File: src/rtl/elgamal_pkg.sv
// elgamal_pkg: shared definitions for the ElGamal datapath blocks.
//   PROD_W_DEF / MOD_W_DEF : default product and modulus widths
//   state_e                : FSM encoding for the sequential modular reducer
package elgamal_pkg;

   localparam int unsigned PROD_W_DEF = 64;
   localparam int unsigned MOD_W_DEF  = 32;

   typedef enum logic [1:0] {
      ST_IDLE = 2'd0,
      ST_RUN  = 2'd1,
      ST_DONE = 2'd2
   } state_e;

endpackage

File: src/rtl/mod_sub_step.sv
// mod_sub_step: one step of bit-serial restoring reduction (purely combinational).
//   r      in  MOD_W    current partial remainder (always < p)
//   in_bit in  1        next product bit, MSB first
//   p      in  MOD_W    modulus
//   r_next out MOD_W+1  t = {r, in_bit}; t - p when t >= p, else t
module mod_sub_step #(
   parameter int unsigned MOD_W = 32
) (
   input  logic [MOD_W-1:0] r,
   input  logic             in_bit,
   input  logic [MOD_W-1:0] p,
   output logic [MOD_W:0]   r_next
);

   logic [MOD_W:0] t;
   logic [MOD_W:0] p_ext;

   always_comb begin
      t      = {r, in_bit};
      p_ext  = {1'b0, p};
      // r < p on entry, so t < 2p and the difference never wraps.
      r_next = (t >= p_ext) ? (t - p_ext) : t;
   end

endmodule

File: src/rtl/mod_reduce_64.sv
// mod_reduce_64: sequential modular reducer, product mod p, one conditional
// subtract per clock (64 iterations for a 64-bit product).
//   clk, rst            clock, asynchronous active-high reset
//   s_tdata/s_tvalid/s_tready  product input handshake
//   mod_p               modulus, captured together with s_tdata
//   m_tdata/m_tvalid/m_tready  residue output handshake
//   m_terr              modulus-zero flag (only with MOD_REDUCE_ERR_EN)
// Optional feature: define MOD_REDUCE_ERR_EN to flag p==0 as an error and
// bypass the iterations; otherwise p==0 yields s_tdata[MOD_W-1:0].
module mod_reduce_64
   import elgamal_pkg::*;
#(
   parameter int unsigned PROD_W = PROD_W_DEF,
   parameter int unsigned MOD_W  = MOD_W_DEF
) (
   input  logic              clk,
   input  logic              rst,
   input  logic [PROD_W-1:0] s_tdata,
   input  logic              s_tvalid,
   output logic              s_tready,
   input  logic [MOD_W-1:0]  mod_p,
   output logic [MOD_W-1:0]  m_tdata,
   output logic              m_tvalid,
   input  logic              m_tready
`ifdef MOD_REDUCE_ERR_EN
   ,
   output logic              m_terr
`endif
);

   localparam int unsigned CNT_W = (PROD_W > 1) ? $clog2(PROD_W) : 1;
   localparam logic [CNT_W-1:0] CNT_INIT = CNT_W'(PROD_W - 1);

   state_e            state_q, state_d;
   logic [CNT_W-1:0]  cnt_q, cnt_d;
   logic [PROD_W-1:0] q_q, q_d;
   logic [MOD_W-1:0]  p_q, p_d;
   logic [MOD_W:0]    r_q, r_d;
   logic [MOD_W:0]    step_r;

   // The remainder MSB only exists to hold t before the subtract; the stored
   // value is always < p, so it is never consumed.
   logic unused_r_msb;
   assign unused_r_msb = r_q[MOD_W];

   mod_sub_step #(
      .MOD_W (MOD_W)
   ) u_step (
      .r      (r_q[MOD_W-1:0]),
      .in_bit (q_q[cnt_q]),
      .p      (p_q),
      .r_next (step_r)
   );

`ifdef MOD_REDUCE_ERR_EN
   logic err_q, err_d;
`endif

   always_comb begin
      state_d = state_q;
      cnt_d   = cnt_q;
      q_d     = q_q;
      p_d     = p_q;
      r_d     = r_q;
`ifdef MOD_REDUCE_ERR_EN
      err_d   = err_q;
`endif
      unique case (state_q)
         ST_IDLE: begin
            if (s_tvalid) begin
               q_d     = s_tdata;
               p_d     = mod_p;
               r_d     = '0;
               cnt_d   = CNT_INIT;
               state_d = ST_RUN;
`ifdef MOD_REDUCE_ERR_EN
               // Zero modulus: skip the iterations, report 0 with the flag.
               if (mod_p == '0) begin
                  state_d = ST_DONE;
                  err_d   = 1'b1;
               end
`endif
            end
         end
         ST_RUN: begin
            r_d = step_r;
            if (cnt_q == '0) begin
               state_d = ST_DONE;
            end else begin
               cnt_d = cnt_q - 1'b1;
            end
         end
         ST_DONE: begin
            if (m_tready) begin
               state_d = ST_IDLE;
`ifdef MOD_REDUCE_ERR_EN
               err_d   = 1'b0;
`endif
            end
         end
         default: state_d = ST_IDLE;
      endcase
   end

   always_ff @(posedge clk or posedge rst) begin
      if (rst) begin
         state_q <= ST_IDLE;
         cnt_q   <= '0;
         q_q     <= '0;
         p_q     <= '0;
         r_q     <= '0;
      end else begin
         state_q <= state_d;
         cnt_q   <= cnt_d;
         q_q     <= q_d;
         p_q     <= p_d;
         r_q     <= r_d;
      end
   end

`ifdef MOD_REDUCE_ERR_EN
   always_ff @(posedge clk or posedge rst) begin
      if (rst) begin
         err_q <= 1'b0;
      end else begin
         err_q <= err_d;
      end
   end

   assign m_terr = err_q;
`endif

   assign s_tready = (state_q == ST_IDLE);
   assign m_tvalid = (state_q == ST_DONE);
   // Gate the residue so m_tdata reads 0 whenever no result is presented.
   assign m_tdata  = m_tvalid ? r_q[MOD_W-1:0] : '0;

endmodule

File: config.mk
export PLATFORM = sky130hd
export DESIGN_NAME = mod_reduce_64
export DESIGN_NICKNAME = d
export VERILOG_FILES = /design/src/rtl/elgamal_pkg.sv /design/src/rtl/mod_sub_step.sv /design/src/rtl/mod_reduce_64.sv
export SDC_FILE = /design/constraint.sdc
export NUM_CORES = 1
export LEC_CHECK = 0
export BUFFER_PORTS_ARGS = -buffer_cell sky130_fd_sc_hd__buf_4
export CAP_MARGIN = 5
export CORE_MARGIN = 3
export CORE_UTILIZATION = 45
export DETAILED_ROUTE_END_ITERATION = 7
export GPL_ROUTABILITY_DRIVEN = 0
export PLACE_DENSITY = 0.75
export SETUP_SLACK_MARGIN = 0.4
export SKIP_CTS_REPAIR_TIMING = 1
export SYNTH_ARGS = -nofsm -noshare
export SYNTH_HDL_FRONTEND = slang
export SYNTH_SLANG_ARGS = --single-unit
File: constraint.sdc
create_clock -name clk -period 12.8 [get_ports clk]
set_clock_uncertainty 0.1 [all_clocks]
set_input_delay 0.64 -clock clk [delete_from_list [all_inputs] [get_ports clk]]
set_output_delay 0.64 -clock clk [all_outputs]
set_load 0.02 [all_outputs]
# ---- After elaboration in Yosys (flattened, before gate mapping)
# Cells that the tools add are included.
dict set report totals {
  ff_bits 136
  in_bits 100
  output_inout_bits 34
  wordCells 35
}
dict set report op_classes {
  add_sub_neg 2
  order_cmp 2
  eq_ne 6
  muxes 13
  reduce_logical 7
}
# cell n
set op_table {}
lappend op_table {{2-to-1 mux 32 bit} 3}
lappend op_table {{one-hot mux 32 bit (2 select lines)} 1}
lappend op_table {{>= comparator 33 x 32 -> 1 bit} 1}
lappend op_table {{subtractor 32 bit} 1}
lappend op_table {{2-to-1 mux 6 bit} 2}
lappend op_table {{one-hot mux 6 bit (2 select lines)} 1}
lappend op_table {{less-than comparator 6 x 7 -> 1 bit (second input constant)} 1}
lappend op_table {{binary-select mux 1 bit (select 6 bit)} 1}
lappend op_table {{zero test 6 bit} 1}
lappend op_table {{2-to-1 mux 2 bit} 3}
lappend op_table {{inequality test 2 bit (second input constant)} 3}
lappend op_table {{one-hot mux 2 bit (3 select lines)} 1}
lappend op_table {{AND reduction 3 bit} 2}
lappend op_table {{subtractor 6 x 1 -> 6 bit (second input constant)} 1}
lappend op_table {{AND reduction 2 bit} 2}
lappend op_table {{== test 2 x 1 -> 1 bit (second input constant)} 1}
lappend op_table {{== test 2 bit (second input constant)} 1}
lappend op_table {{zero test 2 bit} 1}
lappend op_table {{inequality test 2 x 1 -> 1 bit (second input constant)} 1}
lappend op_table {{nonzero test 2 bit} 1}
lappend op_table {{2-to-1 mux 1 bit} 1}

# ---- Logic depth before layout (Yosys ltp)
# Gate-level depths: netlist of run 1.
dict set report depth {
  word_depth 5
  depth_mapped 17
  depth_no_buf 15
}

# ---- Hierarchy
# Synthesis of run 1 repeated with hierarchy kept, for this count alone.
dict set report hier_totals {
  cells_unflattened 1014
  area_unflattened_um2 8336.7
}
# module n_inst cells_per_inst area_per_inst_um2 seq_area_each_um2
set by_module_without_submodules {}
lappend by_module_without_submodules {mod_reduce_64 1 670 6055.8 3403.3}
lappend by_module_without_submodules {mod_sub_step 1 344 2280.9 0.0}

# ---- Least setup slack after synthesis of run 1
# No wires, ideal clock.
dict set report synth_path {
  path_kind {register -> register}
  startpoint {register cnt_q[1]}
  endpoint {register r_q[30]}
  setup_time_ns 0.132
  arrival_time_ns 4.165
  t_required_ns 12.568
  slack_ns 8.402
  path_stages_with_launch 18
  path_buffers 2
  synth_period_minus_slack_ns 4.398
  cell_sequence {dfrtp_1 > buf_2 > clkbuf_1 > mux4_2 > mux4_2 > mux4_2 > clkinv_1 > ha_1 > fa_1 > nand2b_1 > a21o_1 > a211oi_1 > a2111o_1 > a311o_1 > a311oi_1 > xnor2_1 > mux2i_1 > o21ai_1}
}
dict set report synth_between {
  elab_chain_len 5
  word_cells_on_any_way 6
  classes_between {1 x add/sub; 1 x order compare; 4 x mux}
}
# element line
set synth_lines {}
lappend synth_lines {{from (decl)} mod_reduce_64.sv:35} ;# logic [CNT_W-1:0] cnt_q, cnt_d;
lappend synth_lines {{from (signal assigned)} mod_reduce_64.sv:114} ;# cnt_q <= cnt_d;
lappend synth_lines {{binary-select mux 1 bit (select 6 bit) (*)} mod_reduce_64.sv:50} ;# .in_bit (q_q[cnt_q]),
lappend synth_lines {{2-to-1 mux 1 bit (implied by the code) (*)} mod_reduce_64.sv:50}
lappend synth_lines {{subtractor 32 bit / >= comparator 33 x 32 -> 1 bit (equally long branches)} mod_sub_step.sv:22} ;# r_next = (t >= p_ext) ? (t - p_ext) : t;
lappend synth_lines {{2-to-1 mux 32 bit (*)} mod_sub_step.sv:22}
lappend synth_lines {{one-hot mux 32 bit (2 select lines) (*)} mod_reduce_64.sv:68} ;# unique case (state_q)
lappend synth_lines {{to (signal assigned)} mod_reduce_64.sv:117} ;# r_q <= r_d;
lappend synth_lines {{to (decl)} mod_reduce_64.sv:38} ;# logic [MOD_W:0] r_q, r_d;
# Mark *: on every way between the ends. The rest lies on a longest branch, timed or not. The select of a mux whose other input is x is not followed.
# A chain may end at the register's enable or synchronous reset.

# ---- Worst setup path after layout of run 1
dict set report layout_path {
  startpoint {register cnt_q[0]}
  endpoint {register r_q[0]}
}
# Same word-level chain as after synthesis.

==> reports/qor.txt, run 1 <==
post-synthesis compound-gate area fraction: 0.127
clock latency on the worst-skew pair: 0.42 ns
Peak Freq: 0.185 GHz
#FFs+latches synth: 136
layout cells sized above 1: 0.199
largest net degree at the start of global routing: 78
post-detail-place hpwl: 13.7 mm
combinational group share of total power: 0.553
main combinational cell family by area after synthesis: simple AND/OR/NAND/NOR gates
critical path class: reg2reg
clock group share of total power: 0.170
Starting Density: 0.467
TritonCTS clock tree: built
gr busiest metal: met2
internal power: 1.75 mW
n_diodes: 0
Finish-stage setup viols: 0
syn_area_per_cell: 8.83 µm²
Remaining DRCs: 0
row count: 47
Reg power frac: 0.277
vias per cell: 5.26
antenna viol nets, final: 0
fillers: 1,488
met3 GRT Util: 0.0546
nets: 1,140
die area: 19,100 µm²
placed insts: 1,205
CP endpoint kind: flip-flop
Post-synth EDFFs: 0
PD cells: 309 nW/µm²
XOR/XNOR share of the synthesized area: 0.0344
status: complete, no violations
count of cell types in the netlist: 53
register area share after synthesis: 0.432
CP required: 13.01 ns
Hold/Removal Path Class: in2async
Mapped Nets: 1,029
Routed WL: 19.3 mm
input/output buffers: 133
vias in the first global route: 6,586
cell area after layout: 9650 µm²
Core Region: 16,900 µm²
LEAKAGE: 4.72 nW
htree depth: 4
Most Frequent Cell on Critical Path: mux4_2
Max-slew headroom: 0.244
fin cells: 1,236
worst path cell trace: mux4_2 > mux4_2 > mux4_2 > clkinv_1 > ha_1 > nand2b_1 > a211oi_1 > o21ba_2 > a31oi_1 > o31ai_2 > o22ai_2 > o21ai_4 > buf_4 > nand2b_1 > a32o_1
RSZ-0062 raised after global routing: false
# IOs: 134
Routed WL per cell: 15.6 µm
slowest cell on the critical path: dfrtp_1
Ys Warns: 0
Critical Path Start Type: flip-flop
Num CTS Buffers: 17
post-synthesis mux area share: 0.0955
switching share of total power: 0.414
setup TNS: 0 ns
vias: 6,498
post-placement cell area: 9030 µm²
CTS Sinks: 136
first-pass GRT wire length: 32.1 mm
root buffer cell: clkbuf_16
net switching power: 1.24 mW
Die Wd: 138 µm
most used flip-flop cell after synthesis: dfrtp_1
CP max FO: 21
antenna violations before repair: 0
final period utilization: 0.423
Synth Cell Area: 7890 µm²
M1 GR Usage: 0.263
Gate Count Post-Synth: 893
clk slew on worst S/H paths: 0.06 ns
Max-Cap Viols: 0
final hold vios: 0
GRT met2 Usage: 0.338
min Tclk post-route: 5.42 ns
grt ovf: 0
total chip power: 2.98 mW
1st-iter DRT viols: 392
Slew Limit Fails: 0
Adder-Cell Fraction of Synth Area: 0.0581
clock buffer depth: 2
worst-margin pin slew: 1.13 ns
area delta synth->final: 22.4%
post-layout util: 0.572
Crit path largest cell delay: 1.03 ns
Pre-antenna DRT Iters: 5
total global-route track usage: 0.204
simple-gate share of the synthesized area: 0.207
Vert. Die Dim: 138 µm
maximum VDD drop: 0.000127 V
crit path DAT: 5.63 ns
ys async rst share: 1.00
## state kept, by name (all words and copies together) (netlist names)
| signal | count |
|---|---|
| cnt_q | 6 |
| p_q | 32 |
| q_q | 64 |
| r_q | 32 |
| state_q | 2 |
## kinds of logic (layout without fill, tap and decap cells)
logic type | count (synthesis) | after routing
simple gates | 380 | 380
compound gates | 167 | 167
flops | 136 | 136
buf+inv | 94 | 217
mux | 49 | 49
fa+ha+maj | 36 | 36
xor+xnor | 31 | 31
## worst max-delay path, delay by kind of cell (launching register included)
kind	cells	cell delay (ns)
AOI/OAI and AO/OA	7	1.74
muxes	3	1.59
DFF	1	1.03
buffers and inverters	2	0.41
and+or+nand+nor	2	0.31
adders and majority gates	1	0.13
## layer usage
metal | wire length [µm] | vias up
met2 | 9300 | 199
met3 | 1200 | 30
met4 | 274 | 0
li1 | - | 3233
met5 | 0 | -
met1 | 8480 | 3036
## final timing paths
| path | start | endpoint | slack (ns) | cells after the start |
|---|---|---|---|---|
| max in group asynchronous | rst | q_q[63] | 11.13 | 3 |
| min in group clk | m_tready | state_q[1] | 0.29 | 2 |
| worst min-delay path | rst | p_q[27] | 0.22 | 2 |
| worst max register to register | cnt_q[0] | r_q[0] | 7.38 | 15 |
| worst max-delay path | cnt_q[0] | r_q[0] | 7.38 | 15 |
| worst min register to register | q_q[45] | q_q[45] | 0.37 | 2 |
## power groups by stage
| stage | Combinational [mW] | Clock (mW) | Sequential [mW] |
|---|---|---|---|
| floorplan | 1.38 | 0 | 0.740 |
| global placement | 1.59 | 0 | 0.822 |
| detailed placement | 1.64 | 0 | 0.830 |
| CTS | 1.65 | 0.516 | 0.825 |
| global route | 1.85 | 0.534 | 0.854 |
| finish | 1.65 | 0.508 | 0.825 |
## Yosys cell counts (2+ instances only)
library cell,n,area (µm²)
a211oi_1,6,45.0
a21o_1,6,45.0
a21oi_1,38,190
a221oi_1,2,17.5
a31oi_1,5,31.3
and2_1,34,213
and3_1,3,18.8
and4_1,7,61.3
buf_2,3,15.0
buf_4,3,22.5
clkbuf_1,40,150
dfrtp_1,136,3400
ha_1,35,438
inv_1,46,173
mux2i_1,28,280
mux4_2,21,473
nand2_1,281,1050
nand2b_1,6,37.5
nand3_1,12,60.1
nand4_1,3,18.8
nor2_1,18,67.6
nor2b_1,4,25.0
nor3_1,5,25.0
nor4_1,2,12.5
o2111ai_1,2,17.5
o21a_1,4,30.0
o21ai_0,43,215
o21ai_1,35,175
o21bai_1,6,45.0
o2bb2a_1,4,40.0
o311ai_0,2,17.5
o31ai_1,2,15.0
or2_2,2,12.5
xnor2_1,24,210
xor2_1,7,61.3
## cells in the final DEF (no fill, tap or decap), types with 3 or more instances in the layout
| cell type | Yosys | routed |
|---|---|---|
| clkbuf_16 | 0 | 17 |
| a21o_1 | 6 | 6 |
| nor2b_1 | 4 | 3 |
| clkbuf_8 | 0 | 8 |
| buf_4 | 3 | 139 |
| nand3_1 | 12 | 12 |
| xnor2_1 | 24 | 24 |
| mux2i_1 | 28 | 28 |
| nand2b_1 | 6 | 6 |
| inv_1 | 46 | 45 |
| o21ai_1 | 35 | 35 |
| o21a_1 | 4 | 4 |
| nand4_1 | 3 | 3 |
| ha_1 | 35 | 35 |
| nor3_1 | 5 | 5 |
| o21bai_1 | 6 | 6 |
| o21ai_0 | 43 | 43 |
| nor2_1 | 18 | 18 |
| a21oi_1 | 38 | 38 |
| a31oi_1 | 5 | 5 |
| a211oi_1 | 6 | 6 |
| o2bb2a_1 | 4 | 4 |
| nand2_1 | 281 | 280 |
| and3_1 | 3 | 3 |
| and2_1 | 34 | 33 |
| xor2_1 | 7 | 7 |
| mux4_2 | 21 | 21 |
| and4_1 | 7 | 7 |
| dfrtp_1 | 136 | 136 |
## layout make-up
class                   count  area (µm²)  share of cell area
multi-input cells         663        4130               0.428
flip-flops and latches    136        3400               0.353
repair buffers            139        1040               0.108
clock buffers              25         536              0.0555
well taps                 220         275              0.0285
inverters                  47         181              0.0188
clock inverters             6        85.1             0.00881
## per-stage QoR
step	worst slack, ns	hold WS (ns)
2_1_floorplan	8.40	0.340
3_3_place_gp	7.54	0.355
3_5_place_dp	7.43	0.361
4_1_cts	7.39	0.237
5_1_grt	7.04	0.268
6_report	7.38	0.221
Power figures use the tool's default switching activity.
==> run 2, diff against run 1 <==
Settings changed: ABC_AREA set to 1, PLACE_DENSITY 0.75 to 0.74.
Clock period 12.8 ns to 5 ns, I/O delays scaled along.
==> run 2 against run 1 <==
  * The run now ends with hold timing left
  * Clock-buffer cell count fell by 8
  * First-iteration DRC count rose by 68%
  * Global-route usage rose by 1.7 points
  * Sequential power rose by 140%
  * Register-to-register slack got worse by 6.4 ns
  * Die area rose by 14%
  * Clock power rose to 2.6 times the previous value
  * Critical path depth rose by 7
  * Final cell count rose by 51%
  * Design area rose by 21%
  * Area after synthesis rose by 14%
  * Hold slack got worse by 0.24 ns
  * Critical endpoint is now r_q[16]
==> reports/qor.txt, run 2 <==
clock group share of total power: 0.153 (was 0.170)
top-count cell post-synth: nand2_1 (unchanged)
maximum VDD drop: 0.000292 V (was 0.000127 V)
final period utilization: 0.810 (was 0.423)
post-placement cell area: 10,100 µm² (was 9030 µm²)
worst-margin pin slew: 1.01 ns (was 1.13 ns)
CP required: 5.19 ns (was 13.01 ns)
n_diodes: 0 (unchanged)
post-detail-place hpwl: 17.3 mm (was 13.7 mm)
PD cells: 735 nW/µm² (was 309 nW/µm²)
syn_area_per_cell: 6.51 µm² (was 8.83 µm²)
area leader, netlist: dfrtp_1 (unchanged)
M1 GR Usage: 0.295 (was 0.263)
register area share after synthesis: 0.378 (was 0.432)
post-layout util: 0.597 (was 0.572)
die area: 21,800 µm² (was 19,100 µm²)
antenna viol nets, final: 0 (unchanged)
htree depth: 4 (unchanged)
slowest cell on the critical path: inv_1 (was dfrtp_1)
Gate Count Post-Synth: 1,384 (was 893)
critical path class: reg2reg (unchanged)
antenna violations before repair: 0 (unchanged)
R2R setup slack: 0.95 ns (was 7.38 ns)
met3 GRT Util: 0.0451 (was 0.0546)
Die Wd: 148 µm (was 138 µm)
ys async rst share: 1.00 (unchanged)
setup TNS: 0 ns (unchanged)
total global-route track usage: 0.221 (was 0.204)
TritonCTS clock tree: built (unchanged)
Hold/Removal Path Class: in2reg (was in2async)
Reg power frac: 0.231 (was 0.277)
placed insts: 1,738 (was 1,205)
failing checks: hold timing
CP max FO: 38 (was 21)
Routed WL per cell: 13.5 µm (was 15.6 µm)
Crit path largest cell delay: 0.66 ns (was 1.03 ns)
CTS Sinks: 136 (unchanged)
clock buffer depth: 2 (unchanged)
# IOs: 134 (unchanged)
most used flip-flop cell after synthesis: dfrtp_1 (unchanged)
Mapped Nets: 1,520 (was 1,029)
Critical Path Start Type: flip-flop (unchanged)
Most flops, register: q_q (unchanged)
max reg flops: 64 (unchanged)
combinational group share of total power: 0.616 (was 0.553)
gr busiest metal: met2 (unchanged)
Peak Freq: 0.247 GHz (was 0.185 GHz)
first-pass GRT wire length: 39.8 mm (was 32.1 mm)
Setup WS pre-CTS: 1.00 ns (was 7.43 ns)
clock latency on the worst-skew pair: 0.43 ns (was 0.42 ns)
worst path cell trace: buf_4 > inv_1 > nand2_1 > o21ai_0 > nand2_1 > nand3_1 > nand3_1 > nand2_1 > nand2_1 > nand2_1 > nand2_1 > ha_1 > inv_1 > nand3_1 > nand3_2 > nand2_2 > nand2_2 > nand3_4 > nand2_4 > nand2_1 > nand3_1 > o21ai_0 (was mux4_2 > mux4_2 > mux4_2 > clkinv_1 > ha_1 > nand2b_1 > a211oi_1 > o21ba_2 > a31oi_1 > o31ai_2 > o22ai_2 > o21ai_4 > buf_4 > nand2b_1 > a32o_1)
vias per cell: 4.84 (was 5.26)
total chip power: 8.60 mW (was 2.98 mW)
Slew Limit Fails: 0 (unchanged)
clk slew on worst S/H paths: 0.07 ns (was 0.06 ns)
Largest regs: q_q: 64 flops, p_q: 32 flops, r_q: 32 flops (unchanged)
count of cell types in the netlist: 40 (was 53)
Routed WL: 25.1 mm (was 19.3 mm)
root buffer cell: clkbuf_16 (unchanged)
Finish-stage setup viols: 0 (unchanged)
GRT met2 Usage: 0.365 (was 0.338)
CP endpoint kind: flip-flop (unchanged)
vias in the first global route: 8,373 (was 6,586)
final setup margin: 0.950 ns (was 7.38 ns)
Core Region: 19,600 µm² (was 16,900 µm²)
row count: 51 (was 47)
Synth top area share: 0.378 (was 0.432)
1st-iter DRT viols: 658 (was 392)
nets: 1,722 (was 1,140)
min Tclk post-route: 4.05 ns (was 5.42 ns)
RSZ-0062 raised after global routing: false (unchanged)
commonest non-fill, non-tap cells in the layout: nand2_1, inv_1, buf_4, dfrtp_1, nand3_1 (was nand2_1, buf_4, dfrtp_1, inv_1, o21ai_0)
Ys Warns: 0 (unchanged)
Synth Cell Area: 9010 µm² (was 7890 µm²)
grt ovf: 0 (unchanged)
Starting Density: 0.460 (was 0.467)
dominant cells by area after synthesis: dfrtp_1, nand2_1, inv_1 (was dfrtp_1, nand2_1, mux4_2)
Most Frequent Cell on Critical Path: nand2_1 (was mux4_2)
commonest cells in the netlist: nand2_1, inv_1, dfrtp_1, nand3_1, nor2_1 (was nand2_1, dfrtp_1, inv_1, o21ai_0, clkbuf_1)
status: finished with violations (was complete, no violations)
largest net degree at the start of global routing: 101 (was 78)
#FFs+latches synth: 136 (unchanged)
Post-synth EDFFs: 0 (unchanged)
Num CTS Buffers: 17 (unchanged)
layout cells sized above 1: 0.123 (was 0.199)
LEAKAGE: 6.39 nW (was 4.72 nW)
final hold vios: 2 (was 0)
input/output buffers: 133 (unchanged)
Max-Cap Viols: 0 (unchanged)
Vert. Die Dim: 148 µm (was 138 µm)
internal power: 4.32 mW (was 1.75 mW)
Pre-antenna DRT Iters: 6 (was 5)
Remaining DRCs: 0 (unchanged)
fillers: 1,787 (was 1,488)
net switching power: 4.28 mW (was 1.24 mW)
cell area after layout: 11,700 µm² (was 9650 µm²)
most common cell after layout, fill and taps aside: nand2_1 (unchanged)
vias: 9,020 (was 6,498)
switching share of total power: 0.498 (was 0.414)
fin cells: 1,864 (was 1,236)
Max-slew headroom: 0.328 (was 0.244)
crit path DAT: 4.24 ns (was 5.63 ns)
area delta synth->final: 29.8% (was 22.4%)
WHS: -0.0182 ns (was 0.221 ns)
==> run 2: cell count changes after synthesis, sizes merged, moves of 21 or more <==
| cell | change |
|---|---|
| mux4 | -21 |
| buf | +26 |
| and2 | -30 |
| nand2 | +269 |
| nor2 | +106 |
| inv | +158 |
| nand3 | +110 |
| clkbuf | -23 |
| mux2i | -28 |
==> run 2: cell families (layout without fill, tap and decap cells) <==
family,count (synthesis),count (layout),share of synthesized area
AO/OA/AOI/OAI,119,119,0.0679
XOR/XNOR,15,15,0.0146
adder cells (fa/ha/maj),36,36,0.0508
buffers and inverters,255,470,0.114
flip-flops,136,136,0.378
AND/OR/NAND/NOR,823,823,0.376
==> run 2: routing by layer <==
metal	vias to the layer above	part of all wire
met5	-	0
met4	0	0.017
met3	34	0.046
met2	261	0.48
met1	4074	0.45
li1	4651	-
==> run 2: critical path, delay by kind of cell (launching register included) <==
family,cells,cell delay (ns)
AND/OR/NAND/NOR,16,1.99
flip-flops,1,0.36
AO/OA/AOI/OAI,2,0.21
adder cells (fa/ha/maj),1,0.21
buffers and inverters,3,0.99
==> run 2: final timing paths <==
path,end,depth (start not counted),from
worst min-delay path,q_q[63],3,s_tdata[63]
min in group asynchronous,p_q[4],3,rst
worst min register to register,q_q[41],2,q_q[41]
worst max register to register,r_q[16],22,cnt_q[0]
max in group asynchronous,q_q[24],4,rst
worst max-delay path,r_q[16],22,cnt_q[0]
==> run 2: power groups by stage <==
| stage | sequential [mW] | clock [mW] | combinational (mW) |
|---|---|---|---|
| final | 1.99 | 1.32 | 5.30 |
| after global routing | 2.04 | 1.39 | 6.13 |
| after CTS | 1.98 | 1.33 | 5.21 |
| after detailed placement | 2.00 | 0 | 5.17 |
| after global placement | 1.99 | 0 | 5.06 |
| after floorplan | 1.87 | 0 | 4.17 |
==> run 2: final cells by class <==
type | count | area [µm²] | share of cell area
Clock buffer | 17 | 425 | 0.0363
Clock inverter | 15 | 195 | 0.0167
Inverter | 205 | 777 | 0.0664
Multi-Input combinational cell | 993 | 4590 | 0.392
Sequential cell | 136 | 3400 | 0.291
Tap cell | 265 | 332 | 0.0283
Timing Repair Buffer | 233 | 1980 | 0.170
==> run 3, diff against run 2 <==
Clock period 5 ns to 4.24 ns, I/O delays scaled along.
==> run 3 against run 2 <==
  * The run now ends clean
  * Final cell count increased by 0.38%
  * Register-to-register slack got worse by 0.08 ns
  * Critical path depth grew 1
  * Design area up 0.19%
  * Critical path type unchanged
==> reports/qor.txt, run 3 (synthesized netlist as in run 2, its figures left out) <==
Vert. Die Dim: 148 µm (unchanged)
R2R Path End: r_q[24] (was r_q[16])
Max-Cap Viols: 0 (unchanged)
vias per cell: 4.95 (was 4.84)
CP max FO: 8 (was 38)
routed metal-1 wirelength: 11.4 mm (about the same)
Starting Density: 0.460 (unchanged)
worst path cell trace: inv_1 > nor2_1 > nand3_1 > nand2_1 > nor2_1 > nand2_1 > nand2_1 > nand2_1 > nand2_1 > ha_1 > fa_1 > inv_1 > nand3_1 > nand3_1 > nand2_1 > nand2_1 > nand3_1 > nand3_1 > nand2_1 > nand2_1 > nand2_1 > nand3_1 > nand2_1 (was buf_4 > inv_1 > nand2_1 > o21ai_0 > nand2_1 > nand3_1 > nand3_1 > nand2_1 > nand2_1 > nand2_1 > nand2_1 > ha_1 > inv_1 > nand3_1 > nand3_2 > nand2_2 > nand2_2 > nand3_4 > nand2_4 > nand2_1 > nand3_1 > o21ai_0)
Finish-stage setup viols: 0 (unchanged)
met3 WL: 1.43 mm (was 1.15 mm)
post-placement cell area: 10,200 µm² (was 10,100 µm²)
vias: 9,264 (was 9,020)
nets: 1,729 (was 1,722)
CTS Sinks: 136 (unchanged)
LEAKAGE: 6.40 nW (was 6.39 nW)
layout cells sized above 1: 0.125 (was 0.123)
commonest non-fill, non-tap cells in the layout: nand2_1, inv_1, buf_4, dfrtp_1, nand3_1 (unchanged)
Max-slew headroom: 0.312 (was 0.328)
Routed WL per cell: 13.8 µm (was 13.5 µm)
vias in the first global route: 8,574 (was 8,373)
Pre-antenna DRT Iters: 5 (was 6)
worst-margin pin slew: 1.03 ns (was 1.01 ns)
die area: 21,800 µm² (unchanged)
cell area after layout: 11,700 µm² (about the same)
Hold/Removal Path Class: in2reg (unchanged)
Die Wd: 148 µm (unchanged)
post-detail-place hpwl: 17.5 mm (was 17.3 mm)
worst r2r path cells: 23 (was 22)
hold path startpoint: s_tvalid (was s_tdata[63])
clock buffer depth: 2 (unchanged)
total chip power: 10.1 mW (was 8.60 mW)
max reg flops: 64 (unchanged)
worst hold endpoint: q_q[41] (was q_q[63])
TritonCTS clock tree: built (unchanged)
Peak Freq: 0.297 GHz (was 0.247 GHz)
first-pass GRT wire length: 40.8 mm (was 39.8 mm)
Crit path largest cell delay: 0.52 ns (was 0.66 ns)
Slew Limit Fails: 0 (unchanged)
Remaining DRCs: 0 (unchanged)
post-layout util: 0.599 (was 0.597)
grt ovf: 0 (unchanged)
topmost layer with routed signal wires: met4 (unchanged)
htree depth: 4 (unchanged)
row count: 51 (unchanged)
largest net degree at the start of global routing: 137 (was 101)
total global-route track usage: 0.227 (was 0.221)
hold depth: 5 (was 3)
1st-iter DRT viols: 671 (was 658)
critical path class: reg2reg (unchanged)
Num CTS Buffers: 17 (unchanged)
R2R setup slack: 0.87 ns (was 0.95 ns)
Core Region: 19,600 µm² (unchanged)
crit path DAT: 3.61 ns (was 4.24 ns)
Routed WL: 25.8 mm (was 25.1 mm)
Largest regs: q_q: 64 flops, p_q: 32 flops, r_q: 32 flops (unchanged)
n_diodes: 0 (unchanged)
final period utilization: 0.795 (was 0.810)
CP endpoint kind: flip-flop (unchanged)
Critical Path Start Type: flip-flop (unchanged)
WHS: 0.357 ns (was -0.0182 ns)
antenna violations before repair: 0 (unchanged)
Most Frequent Cell on Critical Path: nand2_1 (unchanged)
root buffer cell: clkbuf_16 (unchanged)
placed insts: 1,741 (was 1,738)
PD cells: 863 nW/µm² (was 735 nW/µm²)
antenna viol nets, final: 0 (unchanged)
maximum VDD drop: 0.000394 V (was 0.000292 V)
CP required: 4.48 ns (was 5.19 ns)
status: complete, no violations (was finished with violations)
Setup WS pre-CTS: 0.696 ns (was 1.00 ns)
clk slew on worst S/H paths: 0.07 ns (about the same)
clock latency on the worst-skew pair: 0.44 ns (was 0.43 ns)
RSZ-0062 raised after global routing: false (unchanged)
setup TNS: 0 ns (unchanged)
Most flops, register: q_q (unchanged)
area delta synth->final: 30.1% (was 29.8%)
r2r startpoint: cnt_q[2] (was cnt_q[0])
most common cell after layout, fill and taps aside: nand2_1 (unchanged)
# IOs: 134 (unchanged)
final hold vios: 0 (was 2)
slowest cell on the critical path: dfrtp_1 (was inv_1)
DR WL met2: 12.4 mm (was 12.1 mm)
min Tclk post-route: 3.37 ns (was 4.05 ns)
fin cells: 1,871 (was 1,864)
final setup margin: 0.871 ns (was 0.950 ns)
input/output buffers: 133 (unchanged)
[run 3: area by class of cell]
cell class,count,area (µm²)
multi-input cells,993,4590
repair buffers,240,2060
clock buffers,17,425
well taps,265,332
fillers,1785,7860
clock inverters,15,143
flip-flops and latches,136,3400
inverters,205,776
[run 3: routing by layer]
| metal | vias up | global-route usage |
|---|---|---|
| met4 | 0 | 0.0769 |
| li1 | 4668 | - |
| met2 | 279 | 0.365 |
| met1 | 4267 | 0.309 |
| met5 | - | 0 |
| met3 | 50 | 0.0448 |
[run 3: worst max path at each step]
stage	slack, ns	to	depth (start not counted)	startpoint
after floorplan	1.41	r_q[24]	24	cnt_q[1]
after global placement	0.80	r_q[24]	23	cnt_q[1]
after detailed placement	0.70	r_q[24]	23	cnt_q[1]
after CTS	0.66	r_q[24]	23	cnt_q[1]
after global routing	0.53	r_q[24]	23	cnt_q[2]
final	0.87	r_q[24]	23	cnt_q[2]
[run 3: power breakdown]
group / internal [mW] / total, mW / switching (mW)
Combinational: 2.28 / 6.32 / 4.04
Clock: 0.784 / 1.46 / 0.679
Sequential: 1.97 / 2.33 / 0.363
[run 3: worst max-delay path: cells and delay by family, from the launching register on]
kind	cells	cell delay (ns)
simple gates	19	1.70
fa+ha+maj	2	0.63
flops	1	0.52
buf+inv	2	0.31
